**config.mk**
```make
export PLATFORM = sky130hd
export DESIGN_NAME = regfile_mp_flat
export DESIGN_NICKNAME = d
export VERILOG_FILES = /design/src/rtl/regfile_mp_if.sv /design/src/rtl/regfile_mp.sv /design/src/flat_wrapper.sv
export SDC_FILE = /design/constraint.sdc
export NUM_CORES = 2
export LEC_CHECK = 0
export BUFFER_PORTS_ARGS = -buffer_cell sky130_fd_sc_hd__buf_2
export CAP_MARGIN = 20
export CORE_MARGIN = 4
export CORE_UTILIZATION = 46
export CTS_BUF_LIST = sky130_fd_sc_hd__clkbuf_4
export DETAILED_ROUTE_END_ITERATION = 7
export GPL_TIMING_DRIVEN = 1
export PLACE_DENSITY = 0.65
export REMOVE_ABC_BUFFERS = 1
export SLEW_MARGIN = 20
export SYNTH_ARGS = -nofsm -noshare
export SYNTH_HDL_FRONTEND = slang
export SYNTH_SLANG_ARGS = --single-unit
```
**constraint.sdc**
```tcl
create_clock -name clk_i -period 7.05 [get_ports clk_i]
set_clock_uncertainty 0.05 [all_clocks]
set_input_delay 1.7625 -clock clk_i [delete_from_list [all_inputs] [get_ports clk_i]]
set_output_delay 1.7625 -clock clk_i [all_outputs]
set_load 0.1 [all_outputs]
```
**src/rtl/regfile_mp_if.sv**
```systemverilog
// ============================================================================
// regfile_mp_if : read/write/scoreboard bus of the multi-port register file
// Revision 1.0
// ============================================================================
`default_nettype none

interface regfile_mp_if #(
    parameter int DATA_WIDTH = 32,
    parameter int ADDR_WIDTH = 5,
    parameter int READ_PORTS = 2
);
    logic                             clear_i;
    logic                             ready_o;
    logic [READ_PORTS*ADDR_WIDTH-1:0] rd_addr_i;
    logic [READ_PORTS*DATA_WIDTH-1:0] rd_data_o;
    logic [READ_PORTS-1:0]            rd_pending_o;
    logic                             wa_en_i;
    logic [ADDR_WIDTH-1:0]            wa_addr_i;
    logic [DATA_WIDTH-1:0]            wa_data_i;
    logic                             wb_en_i;
    logic [ADDR_WIDTH-1:0]            wb_addr_i;
    logic [DATA_WIDTH-1:0]            wb_data_i;
    logic                             pend_set_i;
    logic [ADDR_WIDTH-1:0]            pend_addr_i;

    modport master (
        output clear_i, rd_addr_i, wa_en_i, wa_addr_i, wa_data_i,
               wb_en_i, wb_addr_i, wb_data_i, pend_set_i, pend_addr_i,
        input  ready_o, rd_data_o, rd_pending_o
    );

    modport slave (
        input  clear_i, rd_addr_i, wa_en_i, wa_addr_i, wa_data_i,
               wb_en_i, wb_addr_i, wb_data_i, pend_set_i, pend_addr_i,
        output ready_o, rd_data_o, rd_pending_o
    );
endinterface

`default_nettype wire

```
**src/rtl/regfile_mp.sv**
```systemverilog
// ============================================================================
// regfile_mp : N-read / 2-write register file with bypass, scoreboard, clear engine
// Revision 1.0
// ============================================================================
`default_nettype none

module regfile_mp #(
    parameter int DATA_WIDTH = 32,
    parameter int ADDR_WIDTH = 5,
    parameter int READ_PORTS = 2,
    parameter int ZERO_REG   = 1
) (
    input  wire logic   clk_i,
    input  wire logic   rst_i,
    regfile_mp_if.slave bus
);
    localparam int                    DEPTH     = 2 ** ADDR_WIDTH;
    localparam bit                    ZR        = (ZERO_REG != 0);
    localparam logic [ADDR_WIDTH-1:0] LAST_ADDR = '1;

    typedef enum logic [0:0] {
        ST_CLEAR = 1'b0,
        ST_RUN   = 1'b1
    } state_e;

    state_e                         state_q;
    logic [ADDR_WIDTH-1:0]          clr_cnt_q;
    logic                           ready_q;
    logic [DEPTH-1:0]               pend_q;
    logic [DEPTH-1:0]               pend_d;
    logic [DATA_WIDTH-1:0]          mem_q [DEPTH];

    logic                           wa_we_w;
    logic                           wb_we_w;
    logic [READ_PORTS*DATA_WIDTH-1:0] rd_data_w;
    logic [READ_PORTS-1:0]          rd_pend_w;
    logic [ADDR_WIDTH-1:0]          rd_addr_w;
    logic                           hit_a_w;
    logic                           hit_b_w;

    // Port B owns a colliding address, so A is suppressed rather than ordered.
    assign wb_we_w = (state_q == ST_RUN) && !bus.clear_i && bus.wb_en_i &&
                     !(ZR && (bus.wb_addr_i == '0));
    assign wa_we_w = (state_q == ST_RUN) && !bus.clear_i && bus.wa_en_i &&
                     !(ZR && (bus.wa_addr_i == '0)) &&
                     !(bus.wb_en_i && (bus.wb_addr_i == bus.wa_addr_i));

    always_ff @(posedge clk_i) begin
        if (state_q == ST_CLEAR) begin
            mem_q[clr_cnt_q] <= '0;
        end else begin
            if (wa_we_w) mem_q[bus.wa_addr_i] <= bus.wa_data_i;
            if (wb_we_w) mem_q[bus.wb_addr_i] <= bus.wb_data_i;
        end
    end

    // A new producer (set) takes precedence over a retiring write on the same register.
    always_comb begin
        pend_d = pend_q;
        for (int r = 0; r < DEPTH; r++) begin
            if (bus.pend_set_i && (bus.pend_addr_i == ADDR_WIDTH'(r)) && !(ZR && (r == 0))) begin
                pend_d[r] = 1'b1;
            end else if ((bus.wa_en_i && (bus.wa_addr_i == ADDR_WIDTH'(r))) ||
                         (bus.wb_en_i && (bus.wb_addr_i == ADDR_WIDTH'(r)))) begin
                pend_d[r] = 1'b0;
            end
        end
    end

    always_ff @(posedge clk_i or posedge rst_i) begin
        if (rst_i) begin
            state_q   <= ST_CLEAR;
            clr_cnt_q <= '0;
            ready_q   <= 1'b0;
            pend_q    <= '0;
        end else begin
            case (state_q)
                ST_CLEAR: begin
                    if (clr_cnt_q == LAST_ADDR) begin
                        state_q   <= ST_RUN;
                        ready_q   <= 1'b1;
                        clr_cnt_q <= '0;
                    end else begin
                        clr_cnt_q <= clr_cnt_q + 1'b1;
                    end
                end
                ST_RUN: begin
                    if (bus.clear_i) begin
                        state_q   <= ST_CLEAR;
                        ready_q   <= 1'b0;
                        clr_cnt_q <= '0;
                        pend_q    <= '0;
                    end else begin
                        pend_q <= pend_d;
                    end
                end
                default: begin
                    state_q   <= ST_CLEAR;
                    ready_q   <= 1'b0;
                    clr_cnt_q <= '0;
                    pend_q    <= '0;
                end
            endcase
        end
    end

    always_comb begin
        rd_data_w = '0;
        rd_pend_w = '0;
        rd_addr_w = '0;
        hit_a_w   = 1'b0;
        hit_b_w   = 1'b0;
        for (int i = 0; i < READ_PORTS; i++) begin
            rd_addr_w = bus.rd_addr_i[i*ADDR_WIDTH +: ADDR_WIDTH];
            hit_b_w   = bus.wb_en_i && (bus.wb_addr_i == rd_addr_w);
            hit_a_w   = bus.wa_en_i && (bus.wa_addr_i == rd_addr_w);
            if (ready_q) begin
                if (ZR && (rd_addr_w == '0)) begin
                    rd_data_w[i*DATA_WIDTH +: DATA_WIDTH] = '0;
                end else if (hit_b_w) begin
                    rd_data_w[i*DATA_WIDTH +: DATA_WIDTH] = bus.wb_data_i;
                end else if (hit_a_w) begin
                    rd_data_w[i*DATA_WIDTH +: DATA_WIDTH] = bus.wa_data_i;
                end else begin
                    rd_data_w[i*DATA_WIDTH +: DATA_WIDTH] = mem_q[rd_addr_w];
                end
                rd_pend_w[i] = pend_q[rd_addr_w] & ~(hit_a_w | hit_b_w);
            end
        end
    end

    assign bus.ready_o      = ready_q;
    assign bus.rd_data_o    = rd_data_w;
    assign bus.rd_pending_o = rd_pend_w;

endmodule

`default_nettype wire

```
**src/flat_wrapper.sv**
```systemverilog
// flat-port wrapper written by rule: the top's interface ports become plain ports
module regfile_mp_flat 
#(
    parameter int DATA_WIDTH = 32,
    parameter int ADDR_WIDTH = 5,
    parameter int READ_PORTS = 2,
    parameter int ZERO_REG   = 1
)
  (clk_i, rst_i, bus_clear_i, bus_rd_addr_i, bus_wa_en_i, bus_wa_addr_i, bus_wa_data_i, bus_wb_en_i, bus_wb_addr_i, bus_wb_data_i, bus_pend_set_i, bus_pend_addr_i, bus_ready_o, bus_rd_data_o, bus_rd_pending_o);
  regfile_mp_if #(.DATA_WIDTH(DATA_WIDTH), .ADDR_WIDTH(ADDR_WIDTH), .READ_PORTS(READ_PORTS)) bus_i ();
  input  wire logic clk_i;
  input  wire logic rst_i;
  input wire logic [$bits(bus_i.clear_i)-1:0] bus_clear_i;
  input wire logic [$bits(bus_i.rd_addr_i)-1:0] bus_rd_addr_i;
  input wire logic [$bits(bus_i.wa_en_i)-1:0] bus_wa_en_i;
  input wire logic [$bits(bus_i.wa_addr_i)-1:0] bus_wa_addr_i;
  input wire logic [$bits(bus_i.wa_data_i)-1:0] bus_wa_data_i;
  input wire logic [$bits(bus_i.wb_en_i)-1:0] bus_wb_en_i;
  input wire logic [$bits(bus_i.wb_addr_i)-1:0] bus_wb_addr_i;
  input wire logic [$bits(bus_i.wb_data_i)-1:0] bus_wb_data_i;
  input wire logic [$bits(bus_i.pend_set_i)-1:0] bus_pend_set_i;
  input wire logic [$bits(bus_i.pend_addr_i)-1:0] bus_pend_addr_i;
  output wire logic [$bits(bus_i.ready_o)-1:0] bus_ready_o;
  output wire logic [$bits(bus_i.rd_data_o)-1:0] bus_rd_data_o;
  output wire logic [$bits(bus_i.rd_pending_o)-1:0] bus_rd_pending_o;
  assign bus_i.clear_i = bus_clear_i;
  assign bus_i.rd_addr_i = bus_rd_addr_i;
  assign bus_i.wa_en_i = bus_wa_en_i;
  assign bus_i.wa_addr_i = bus_wa_addr_i;
  assign bus_i.wa_data_i = bus_wa_data_i;
  assign bus_i.wb_en_i = bus_wb_en_i;
  assign bus_i.wb_addr_i = bus_wb_addr_i;
  assign bus_i.wb_data_i = bus_wb_data_i;
  assign bus_i.pend_set_i = bus_pend_set_i;
  assign bus_i.pend_addr_i = bus_pend_addr_i;
  assign bus_ready_o = bus_i.ready_o;
  assign bus_rd_data_o = bus_i.rd_data_o;
  assign bus_rd_pending_o = bus_i.rd_pending_o;
  regfile_mp #(.DATA_WIDTH(DATA_WIDTH), .ADDR_WIDTH(ADDR_WIDTH), .READ_PORTS(READ_PORTS), .ZERO_REG(ZERO_REG)) u_core (.clk_i(clk_i), .rst_i(rst_i), .bus(bus_i));
endmodule
```
==> impl_metrics.yaml <==
place:
  dp_hpwl_mm: 139
  preCtsSetupSlack_ps: 496
  gp_congestion: 0.914
  post_dp_cell_area_sq_mm: 0.0660
  portBuffers: 161
  place_inst: 6750
routing:
  drt_wl_total_mm: 242
  ant_nets: 0
  vias_per_cell: 6.91
  vias: 50121
  first_pass_iters: 7
  post-route-drc-count: 0
  wire_per_inst_um: 33.4
  drtIter0Drc: 8624
cts:
  cts.sinks: 1062
  path_clk_slew_ps: 60
  hold_buffers: 0
  cts_setup_buffers: 0
  insertion_delay_ps: 1300
  cts_buffers: 302
  ctsResizeCount: 0
  cts-htree-levels: 5
  cts_tree: "yes"
  clk_path_buf_depth: 4
  root_buffer: "clkbuf_4"
power:
  power.share.clock_pct: 31.1
  pwr-share-seq_pct: 43.5
  ir_drop_mv: 0.198
  p_comb_share_pct: 25.4
  power_density_mw_per_mm2: 258
  p_int_mw: 11.9
  leakagePower_nw: 23.7
  p_switching_mw: 6.09
  switching_share_pct: 33.9
critical_path:
  cp-end-kind: "primary output"
  cp-start-kind: "primary input"
  rr_worst_depth: 8
  worst_path_max_delay_cell: "nor2_4"
  crit_type: "in2out"
  worstPathRequired_ps: 5240
  cp_data_arrival_time_ps: 5020
  crit_chain: "buf_2 > xor2_1 > nor4_1 > nand2_1 > nor2_4 > buf_4 > a32o_1 > buf_12"
  cp_max_fo: 17
  cpPeakStageDelay_ps: 840
synthesis:
  yosys.area.top_type: "edfxtp_1"
  synth-seq-cells: 1062
  seq_area_frac_synth_pct: 50.7
  async_reset_ff_share_pct: 3.58
  synth_area_leaders: "edfxtp_1 49%, mux4_2 19%, o21ai_0 8.1%, nand2_1 6.9%, clkbuf_1 2.5%"
  synth_edf_count: 1024
  synth_warnings: 0
  syn_area_sq_mm: 0.0625
  netlist.area_leader.share_pct: 49.2
  synthCells: 5330
  synthFlopType: "edfxtp_1"
  syn_avg_cell_area_sq_um: 11.7
  yosysUniqueCellTypes: 71
run:
  cap_violations: 0
final_layout:
  area_growth_pct: 11.2
  n_fill_cell: 11532
  finalNetCount: 5372
  stdcell_count: 7250
  final_cell_area_sq_mm: 0.0696
  layout-drive-gt1-share_pct: 26.3
  fin_util_pct: 51.4
floorplan:
  ios: 162
  dieArea_sq_mm: 0.142
  start_util_pct: 46.2
  rows: 135
  die_w_um: 377
  die_h_um: 377
  core-area_sq_mm: 0.135
min_path:
  min_path_type: "reg2reg"
  holdPathStages: 2
sta:
  fin_crit_ps: 6830
  finalMaxSlewViolations: 0
  finalCritPeriodShare_pct: 96.9
  setup_viol: 0
  worst_slack_ps: 218
  relSlewSlack_pct: 16.1
  worstMarginPinSlew_ps: 1260
  fmax_mhz: 146
  fin_hold_ws_ps: 466
  hold_viol: 0
  rsz0062_at_grt: "no"
status:
  status: "complete, no violations"
grt:
  antenna_found_initial: 11
  grt_pass1_vias: 48252
  overflow: 0
  grt_max_degree: 78
  grt_usage_pct: 33.6
  grt_pass1_wl_mm: 341
==> state kept, by name, indices dropped and copies added (netlist names) <==
signal / count
u_core.mem_q: 1024
u_core.pend_q: 31
u_core.bus.ready_o: 1
u_core.clr_cnt_q: 5
u_core.state_q: 1
==> area by class of cell <==
class	count	area [sq um]	share of cell area (%)
flip-flops and latches	1062	31700	45.6
multi-input cells	3513	28300	40.7
repair buffers	326	3540	5.09
clock buffers	426	3200	4.60
well taps	1781	2230	3.20
clock inverters	63	324	0.466
inverters	70	263	0.378
diodes	9	22.5	0.0324
==> cell families (layout without fill, tap and decap cells) <==
family | Yosys count | count (layout) | synth area share [%]
AO/OA/AOI/OAI | 1515 | 1515 | 14.1
XOR/XNOR | 25 | 25 | 0.350
adder cells (fa/ha/maj) | 2 | 2 | 0.0400
buffers and inverters | 755 | 885 | 5.24
flip-flops | 1062 | 1062 | 50.7
multiplexers | 617 | 617 | 20.5
other | 0 | 9 | 0
AND/OR/NAND/NOR | 1354 | 1354 | 9.04
==> cell usage in the layout (no fill, tap or decap), types with 19 or more instances in the layout <==
| cell | n |
|---|---|
| a22oi_1 | 195 |
| a32o_1 | 32 |
| buf_12 | 101 |
| buf_2 | 91 |
| buf_4 | 128 |
| clkbuf_4 | 426 |
| clkinv_1 | 46 |
| dfrtp_1 | 38 |
| edfxtp_1 | 1024 |
| inv_1 | 69 |
| mux2_2 | 37 |
| mux2i_1 | 49 |
| mux4_2 | 529 |
| nand2_1 | 1153 |
| nand4_1 | 34 |
| nor2_1 | 26 |
| nor2_4 | 19 |
| o211ai_1 | 32 |
| o21a_1 | 33 |
| o21ai_0 | 1010 |
| o21ai_1 | 46 |
| o22ai_1 | 51 |
| o22ai_4 | 21 |
| o32ai_1 | 32 |
==> cells in the mapped netlist, types with 13 or more instances <==
master and instances:
o32ai_1 32, mux2_2 37, buf_6 22, nand2_1 1157
o21a_1 33, nand3b_1 13, buf_1 67, a32o_1 32
inv_1 69, nand3_1 18, nand4_1 34, buf_4 16
buf_2 164, xor2_1 18, o211ai_1 32, dfrtp_1 38
o21ai_1 46, mux4_2 529, o22ai_1 72, edfxtp_1 1024
clkbuf_1 415, a22oi_1 195, nor2_1 34, o21ai_0 1011
mux2i_1 49
==> worst paths after layout <==
path | start | end | slack (ps)
max | bus_rd_addr_i[8] | bus_rd_data_o[63] | 220
max reg2reg | u_core.state_q | u_core.mem_q[24][5] | 2780
min in group asynchronous | rst_i | u_core.pend_q[7] | 630
min | u_core.pend_q[18] | u_core.pend_q[18] | 470
min reg2reg | u_core.pend_q[18] | u_core.pend_q[18] | 470
max in group asynchronous | rst_i | u_core.clr_cnt_q[2] | 5930
==> critical path: cells and delay by family <==
family | cells | cell delay, ps
and+or+nand+nor | 3 | 1510
xor gates and xnor gates | 1 | 160
AOI/OAI and AO/OA | 1 | 340
buffers and inverters | 3 | 1160
==> power by group through the flow <==
| stage | Clock [mW] | Combinational, mW | Sequential, mW |
|---|---|---|---|
| 3_5_place_dp | 0 | 4.44 | 7.92 |
| 4_1_cts | 5.61 | 4.45 | 7.79 |
| 3_3_place_gp | 0 | 4.41 | 7.89 |
| 2_1_floorplan | 0 | 2.29 | 7.87 |
| 5_1_grt | 5.96 | 4.64 | 7.84 |
| 6_report | 5.60 | 4.56 | 7.81 |
==> metrics by stage <==
step	setup TNS (ps)	power, mW
after CTS	0	17.9
after global routing	0	18.4
after global placement	0	12.3
after detailed placement	0	12.4
final	0	18.0
after floorplan	-32260	10.2
==> metal layers <==
layer | global-route usage [%] | vias to the layer above | part of all wire, %
met5 | 0 | - | 0.017
met4 | 23.5 | 6 | 8.2
met3 | 9.98 | 1101 | 15
met2 | 50.2 | 4625 | 44
met1 | 42.0 | 24023 | 33
li1 | - | 20366 | -
(Power assumes the default switching activity.)
